--- src/rtl/mem_arb_pkg.sv ---
// mem_arb_pkg: shared state/grant encodings and starvation counter sizing for mem_arbiter
package mem_arb_pkg;
  typedef enum logic [1:0] {IDLE = 2'd0, SERVE_I = 2'd1, SERVE_D = 2'd2} state_t;
  localparam logic [1:0] GNT_NONE = 2'b00;
  localparam logic [1:0] GNT_I = 2'b01;
  localparam logic [1:0] GNT_D = 2'b10;
  localparam int STARVE_MAX_DEF = 4;
  function automatic int starve_w(input int max_cnt);
    return $clog2(max_cnt + 1);
  endfunction
  localparam int STARVE_W = starve_w(STARVE_MAX_DEF);
endpackage

--- src/rtl/mem_arbiter_if.sv ---
// mem_arbiter_if: level-held line request bus between a cache (master) and memory (slave)
interface mem_arbiter_if #(
  parameter int ADDR_W = 28,
  parameter int DATA_W = 128
);
  logic              mem_read;
  logic              mem_write;
  logic [ADDR_W-1:0] mem_addr;
  logic [DATA_W-1:0] mem_wdata;
  logic [DATA_W-1:0] mem_rdata;
  logic              mem_ready;
  modport master(output mem_read, mem_write, mem_addr, mem_wdata, input mem_rdata, mem_ready);
  modport slave(input mem_read, mem_write, mem_addr, mem_wdata, output mem_rdata, mem_ready);
endinterface

--- src/rtl/mem_arb_pick.sv ---
// mem_arb_pick: D-priority winner selection, yielding to I once D has starved it STARVE_MAX times
module mem_arb_pick
  import mem_arb_pkg::*;
#(
  parameter int STARVE_MAX = STARVE_MAX_DEF,
  localparam int CW = starve_w(STARVE_MAX)
) (
  input  logic          i_req_i,
  input  logic          i_req_d,
  input  logic [CW-1:0] i_starve_cnt,
  output logic          o_pick_i,
  output logic          o_pick_d
);
  logic w_force_i;
  assign w_force_i = i_req_i && (i_starve_cnt == CW'(STARVE_MAX));
  assign o_pick_d  = i_req_d && !w_force_i;
  assign o_pick_i  = i_req_i && !o_pick_d;
endmodule

--- src/rtl/mem_arbiter.sv ---
// mem_arbiter: shares one slow memory between the I-cache and D-cache ports,
// one transaction at a time, with an IDLE turnaround cycle after each completion.
module mem_arbiter
  import mem_arb_pkg::*;
#(
  parameter int ADDR_W = 28,
  parameter int DATA_W = 128,
  parameter int STARVE_MAX = STARVE_MAX_DEF
) (
  input  logic         clk,
  input  logic         rst_n,
  mem_arbiter_if.slave  icache,
  mem_arbiter_if.slave  dcache,
  mem_arbiter_if.master mem,
  output logic [1:0]   grant
);
  localparam int CW = starve_w(STARVE_MAX);
  state_t            r_state, w_next;
  logic              r_rd, r_wr;
  logic [ADDR_W-1:0] r_addr;
  logic [DATA_W-1:0] r_wdata;
  logic [CW-1:0]     r_starve_cnt;
  logic              w_req_i, w_req_d, w_pick_i, w_pick_d, w_busy;
  assign w_req_i = icache.mem_read | icache.mem_write;
  assign w_req_d = dcache.mem_read | dcache.mem_write;
  mem_arb_pick #(.STARVE_MAX(STARVE_MAX)) u_pick (
    .i_req_i     (w_req_i),
    .i_req_d     (w_req_d),
    .i_starve_cnt(r_starve_cnt),
    .o_pick_i    (w_pick_i),
    .o_pick_d    (w_pick_d)
  );
  always_comb begin
    w_next = r_state;
    if (r_state == IDLE) w_next = w_pick_d ? SERVE_D : w_pick_i ? SERVE_I : IDLE;
    else if (mem.mem_ready) w_next = IDLE;
  end
  // Commands are latched only on the grant edge, so a requester that withdraws mid-serve cannot disturb memory.
  always_ff @(posedge clk) begin
    if (!rst_n) begin
      r_state      <= IDLE;
      r_rd         <= 1'b0;
      r_wr         <= 1'b0;
      r_addr       <= '0;
      r_wdata      <= '0;
      r_starve_cnt <= '0;
    end else begin
      r_state <= w_next;
      if (r_state == IDLE && w_pick_d) begin
        r_rd         <= dcache.mem_read;
        r_wr         <= dcache.mem_write;
        r_addr       <= dcache.mem_addr;
        r_wdata      <= dcache.mem_wdata;
        r_starve_cnt <= !w_req_i ? '0 : (r_starve_cnt == CW'(STARVE_MAX)) ? r_starve_cnt : r_starve_cnt + CW'(1);
      end else if (r_state == IDLE && w_pick_i) begin
        r_rd         <= icache.mem_read;
        r_wr         <= icache.mem_write;
        r_addr       <= icache.mem_addr;
        r_wdata      <= icache.mem_wdata;
        r_starve_cnt <= '0;
      end
    end
  end
  assign w_busy           = r_state != IDLE;
  assign mem.mem_read     = w_busy & r_rd;
  assign mem.mem_write    = w_busy & r_wr;
  assign mem.mem_addr     = w_busy ? r_addr : '0;
  assign mem.mem_wdata    = w_busy ? r_wdata : '0;
  assign icache.mem_ready = (r_state == SERVE_I) & mem.mem_ready;
  assign dcache.mem_ready = (r_state == SERVE_D) & mem.mem_ready;
  assign icache.mem_rdata = mem.mem_rdata;
  assign dcache.mem_rdata = mem.mem_rdata;
  assign grant = (r_state == SERVE_I) ? GNT_I : (r_state == SERVE_D) ? GNT_D : GNT_NONE;
endmodule

--- src/flat_wrapper.sv ---
// flat-port wrapper written by rule: the top's interface ports become plain ports
module mem_arbiter_flat import mem_arb_pkg::*;
#(
  parameter int ADDR_W = 28,
  parameter int DATA_W = 128,
  parameter int STARVE_MAX = STARVE_MAX_DEF
)
  (clk, rst_n, grant, icache_mem_read, icache_mem_write, icache_mem_addr, icache_mem_wdata, icache_mem_rdata, icache_mem_ready, dcache_mem_read, dcache_mem_write, dcache_mem_addr, dcache_mem_wdata, dcache_mem_rdata, dcache_mem_ready, mem_mem_read, mem_mem_write, mem_mem_addr, mem_mem_wdata, mem_mem_rdata, mem_mem_ready);
  mem_arbiter_if #(.ADDR_W(ADDR_W), .DATA_W(DATA_W)) icache_i ();
  mem_arbiter_if #(.ADDR_W(ADDR_W), .DATA_W(DATA_W)) dcache_i ();
  mem_arbiter_if #(.ADDR_W(ADDR_W), .DATA_W(DATA_W)) mem_i ();
  input  logic clk;
  input  logic rst_n;
  output logic [1:0] grant;
  input wire logic [$bits(icache_i.mem_read)-1:0] icache_mem_read;
  input wire logic [$bits(icache_i.mem_write)-1:0] icache_mem_write;
  input wire logic [$bits(icache_i.mem_addr)-1:0] icache_mem_addr;
  input wire logic [$bits(icache_i.mem_wdata)-1:0] icache_mem_wdata;
  output wire logic [$bits(icache_i.mem_rdata)-1:0] icache_mem_rdata;
  output wire logic [$bits(icache_i.mem_ready)-1:0] icache_mem_ready;
  input wire logic [$bits(dcache_i.mem_read)-1:0] dcache_mem_read;
  input wire logic [$bits(dcache_i.mem_write)-1:0] dcache_mem_write;
  input wire logic [$bits(dcache_i.mem_addr)-1:0] dcache_mem_addr;
  input wire logic [$bits(dcache_i.mem_wdata)-1:0] dcache_mem_wdata;
  output wire logic [$bits(dcache_i.mem_rdata)-1:0] dcache_mem_rdata;
  output wire logic [$bits(dcache_i.mem_ready)-1:0] dcache_mem_ready;
  output wire logic [$bits(mem_i.mem_read)-1:0] mem_mem_read;
  output wire logic [$bits(mem_i.mem_write)-1:0] mem_mem_write;
  output wire logic [$bits(mem_i.mem_addr)-1:0] mem_mem_addr;
  output wire logic [$bits(mem_i.mem_wdata)-1:0] mem_mem_wdata;
  input wire logic [$bits(mem_i.mem_rdata)-1:0] mem_mem_rdata;
  input wire logic [$bits(mem_i.mem_ready)-1:0] mem_mem_ready;
  assign icache_i.mem_read = icache_mem_read;
  assign icache_i.mem_write = icache_mem_write;
  assign icache_i.mem_addr = icache_mem_addr;
  assign icache_i.mem_wdata = icache_mem_wdata;
  assign icache_mem_rdata = icache_i.mem_rdata;
  assign icache_mem_ready = icache_i.mem_ready;
  assign dcache_i.mem_read = dcache_mem_read;
  assign dcache_i.mem_write = dcache_mem_write;
  assign dcache_i.mem_addr = dcache_mem_addr;
  assign dcache_i.mem_wdata = dcache_mem_wdata;
  assign dcache_mem_rdata = dcache_i.mem_rdata;
  assign dcache_mem_ready = dcache_i.mem_ready;
  assign mem_mem_read = mem_i.mem_read;
  assign mem_mem_write = mem_i.mem_write;
  assign mem_mem_addr = mem_i.mem_addr;
  assign mem_mem_wdata = mem_i.mem_wdata;
  assign mem_i.mem_rdata = mem_mem_rdata;
  assign mem_i.mem_ready = mem_mem_ready;
  mem_arbiter #(.ADDR_W(ADDR_W), .DATA_W(DATA_W), .STARVE_MAX(STARVE_MAX)) u_core (.clk(clk), .rst_n(rst_n), .icache(icache_i), .dcache(dcache_i), .mem(mem_i), .grant(grant));
endmodule
--- config.mk ---
export PLATFORM = sky130hd
export DESIGN_NAME = mem_arbiter_flat
export DESIGN_NICKNAME = d
export VERILOG_FILES = /design/src/rtl/mem_arb_pkg.sv /design/src/rtl/mem_arbiter_if.sv /design/src/rtl/mem_arb_pick.sv /design/src/rtl/mem_arbiter.sv /design/src/flat_wrapper.sv
export SDC_FILE = /design/constraint.sdc
export NUM_CORES = 1
export LEC_CHECK = 0
export BUFFER_PORTS_ARGS = -buffer_cell sky130_fd_sc_hd__buf_2
export CAP_MARGIN = 20
export CORE_AREA = 2 2 335 337
export DETAILED_ROUTE_END_ITERATION = 8
export DIE_AREA = 0 0 337 339
export MAX_ROUTING_LAYER = met4
export PLACE_DENSITY = 0.36
export SYNTH_ARGS = -nofsm -noshare
export SYNTH_HDL_FRONTEND = slang
export SYNTH_SLANG_ARGS = --single-unit
export TNS_END_PERCENT = 1
--- constraint.sdc ---
create_clock -name clk -period 2.17 [get_ports clk]
set_input_delay 0.1085 -clock clk [delete_from_list [all_inputs] [get_ports clk]]
set_output_delay 0.1085 -clock clk [all_outputs]
set_load 0.05 [all_outputs]
==> summary.txt <==
Worst hold path
  – Worst Hold End: u_core.r_wdata[101]$_SDFFE_PN0P_
  – Hold Startpoint: dcache_mem_wdata[101]
  – HP Class: input port to register
  – Worst Hold Depth: 3

GRT
  – Antenna violations before repair: 6
  – Total track usage: 9.44%
  – Pin count of the biggest net entering global routing: slightly above 80
  – First-pass GRT wire length: about 76 mm
  – Vias in the first global route: 11200
  – GRT overflow: 0

Detailed routing
  – Vias: 11000
  – DRT Pass-1 Iters: 5
  – Vias per cell: 3.26
  – DRT iter0 DRCs: 457
  – Post-route ant nets: 0
  – Routed wire length: 56.2 mm
  – DRC: 0
  – Routed wirelength normalized by instance count: 16.7 µm

STA
  – Final hold violations: 0
  – Clock skew: 0.0106 ns
  – Slew HR: 68.3%
  – Pins over their slew limit: 0
  – RSZ-0062 raised after global routing: true
  – Max frequency: 473 MHz
  – Count of final setup violators: 0
  – Final worst slack: 0.0565 ns
  – Period utilization: 97.4%
  – Worst-margin pin slew: 0.476 ns
  – WHS: 0.0833 ns
  – Post-layout min period: around 2.1 ns

Floorplanning
  – Initial core utilization: under 10%
  – IO Pins: around 870
  – Die area: 0.114 mm²
  – Row count: approximately 120
  – Core ar.: 0.110 mm²
  – Die height: roughly 340 µm
  – Die width: around 340 µm

Placement
  – RD Place Congestion: 0.726
  – Dpl ws: -0.0246 ns
  – DPL Wire Length: 40.6 mm
  – I/O Buffers: 480

Synth
  – Cells after Synth: 1347
  – Synth Area in Compound Gates: 25.1%
  – Yosys warns: 0
  – Mux cell area share after synthesis: 0%
  – Net Count, Synth: 1796
  – Main combinational cell family by area after synthesis: compound AO/OA/AOI/OAI gates
  – Number of synthesized register bits: 163
  – Cell area after synthesis: slightly below 0.01 mm²
  – Library cells used by synthesis: 26
  – Post-Synth Adder-Cell Area: 0.256%
  – Post-Synth Simple-Gate Area: 17.2%
  – Post-synthesis sequential area ratio: approximately 33%
  – XOR/XNOR Fraction of Synth Area: 0%
  – Syn Area/Cell: 7.26 µm²

Critical path
  – Critical Path Fanout Max: 40
  – R2R depth: 7
  – R2r setup slk: ~0.08 ns
  – Setup crit start: u_core.r_state[0]$_SDFFE_PN0P_
  – Cell family contributing the most delay on the critical path: simple AND/OR/NAND/NOR gates
  – Worst-path cell chain: or2_4 -> buf_4 -> buf_16 -> and2_1 -> buf_4
  – Worst path bufs/invs: 3
  – Slowest cell on crit path: dfxtp_1
  – CP endpoint kind: primary output
  – CP required: between 2 and 2.5 ns
  – WS Path Type: register to primary output
  – CP max stage delay: 0.34 ns
  – Worst R2R End: u_core.r_wdata[30]$_SDFFE_PN0P_
  – RR Startpoint: u_core.r_state[0]$_SDFFE_PN0P_
  – Most frequent CP cell: buf_4
  – Critical path data arrival time: 2.01 ns
  – Crit start category: register

Power
  – P_leak: 7.16 nW
  – Maximum VDD drop: 0.000523 V
  – Power Dens Cells: approximately 660 mW/mm²

Run
  – Maxcap violations: 0

Clock tree
  – CTS Buf Count: 17
  – CTS Buffer Depth: 2
  – Clk_lat worst skew: 0.50 ns
  – Clock slew at reported path FFs: 0.08 ns
  – CTS tree: yes
  – H-tree Lvls: 4
  – CTS root buf: clkbuf_16
  – Clock sinks: 163

Layout
  – Final Net Count: around 2300
  – Area of the multi-input gates: about 0.0042 mm²
  – Fraction of layout cells with a size suffix above 1: 31.5%
  – Register area: 0.00326 mm²
  – Filler cells: 12700
  – Area grow syn2layout: 70.8%

Run status
  – Outcome: finished clean
## how the worst max path moves through the flow
stage                                      endpoint  slack [ns]  depth (start not counted)
detailed placement  u_core.r_wdata[52]$_SDFFE_PN0P_       -0.02                          6
global route         u_core.r_wdata[5]$_SDFFE_PN0P_       -0.08                          7
finish                            mem_mem_wdata[45]        0.06                          5
floorplan                          dcache_mem_ready        0.42                          2
CTS                                 mem_mem_addr[0]       -0.03                          4
global placement    u_core.r_wdata[52]$_SDFFE_PN0P_       -0.03                          6
## where the power goes
| part | total (mW) | switching, mW | internal, mW |
|---|---|---|---|
| combinational | 4.01 | 2.43 | 1.58 |
| sequential | 3.53 | 0.180 | 3.35 |
| clock | 3.47 | 1.57 | 1.90 |
## layout make-up
cell class	count	area share, %
Antenna cell	3	0.0449
Clock buffer	20	2.79
Clock inverter	11	0.899
Inverter	5	0.112
Multi-Input combinational cell	820	25.2
Sequential cell	163	19.5
Tap cell	1488	11.1
Timing Repair Buffer	854	40.2
## routing by layer
layer	track usage (%)	up-vias	share of wire [%]
met5	-	-	0
met2	14.1	569	44
met4	3.83	0	3.0
met1	10.8	5038	43
met3	4.48	110	10
li1	-	5248	-
## kinds of logic (layout without fill, tap and decap cells)
logic type | count (synthesis) | in the layout
AOI/OAI and AO/OA | 482 | 482
adders and majority gates | 2 | 2
buffers and inverters | 365 | 890
DFF | 163 | 163
other | 0 | 3
and+or+nand+nor | 335 | 336
## layout by cell type, fill, tap and decap left out, types with 2 or more instances in the layout
master / count
a211oi_1: 2
a21oi_1: 313
a31oi_1: 2
and2_1: 147
and2_2: 5
and2_4: 9
buf_12: 41
buf_16: 2
buf_2: 438
buf_4: 50
buf_6: 4
bufinv_16: 3
clkbuf_16: 20
clkbuf_8: 3
clkinv_2: 2
clkinvlp_4: 2
dfxtp_1: 163
diode_2: 3
dlygate4sd3_1: 315
ha_1: 2
inv_1: 5
inv_6: 3
nand2_1: 159
nor2_1: 6
o21ai_0: 157
o22ai_1: 2
## sequential cells by signal, summed over array words and instances, names as in the netlist
register             cells
u_core.r_wdata         128
u_core.r_addr           28
u_core.r_starve_cnt      3
u_core.r_state           2
u_core.r_rd              1
u_core.r_wr              1
## worst min-delay path, stage by stage
cell and delay [ns]:
buf_2 0.10, o21ai_0 0.17, a21oi_1 0.15
## cell usage after synthesis
master	instances	area, µm²
buf_1	1	3.75
a311o_1	1	10.0
and2_1	161	1010
o22ai_1	2	12.5
or3_1	1	6.26
or2_1	2	12.5
clkbuf_1	85	319
o21ai_0	158	791
nand4_1	1	6.26
a21o_1	1	7.51
nor2b_1	1	6.26
ha_1	2	25.0
buf_4	257	1930
a2bb2oi_1	1	8.76
nand2b_1	1	6.26
a211oi_1	2	15.0
nand2_1	160	601
a311oi_4	1	26.3
o32ai_1	1	8.76
nor3b_1	1	7.51
nor2_1	7	26.3
a31oi_1	2	12.5
dfxtp_1	163	3260
buf_2	17	85.1
inv_1	5	18.8
a21oi_1	313	1570
## repair_timing
action,in CTS,in global routing
setup endpoints to repair,25,115
pin swaps,0,2
buffers inserted,0,6
hold endpoints to repair,160,0
gates cloned,0,6
hold buffers,315,0
resized for setup,31,6
## per-stage QoR
step	cell area [µm²]	power, mW	utilization (%)	std cells	TNS, ns
2_1_floorplan	9780	6.81	-	1347	0
3_3_place_gp	12700	7.07	11.5	3003	-0.0286
3_5_place_dp	12700	7.07	11.5	3003	-0.0246
4_1_cts	16500	11.2	15.0	3349	-0.0924
5_1_grt	16700	11.7	15.1	3364	-1.88
6_report	16700	11.0	15.1	3364	0
No activity file was read; power rests on OpenSTA's default activity.
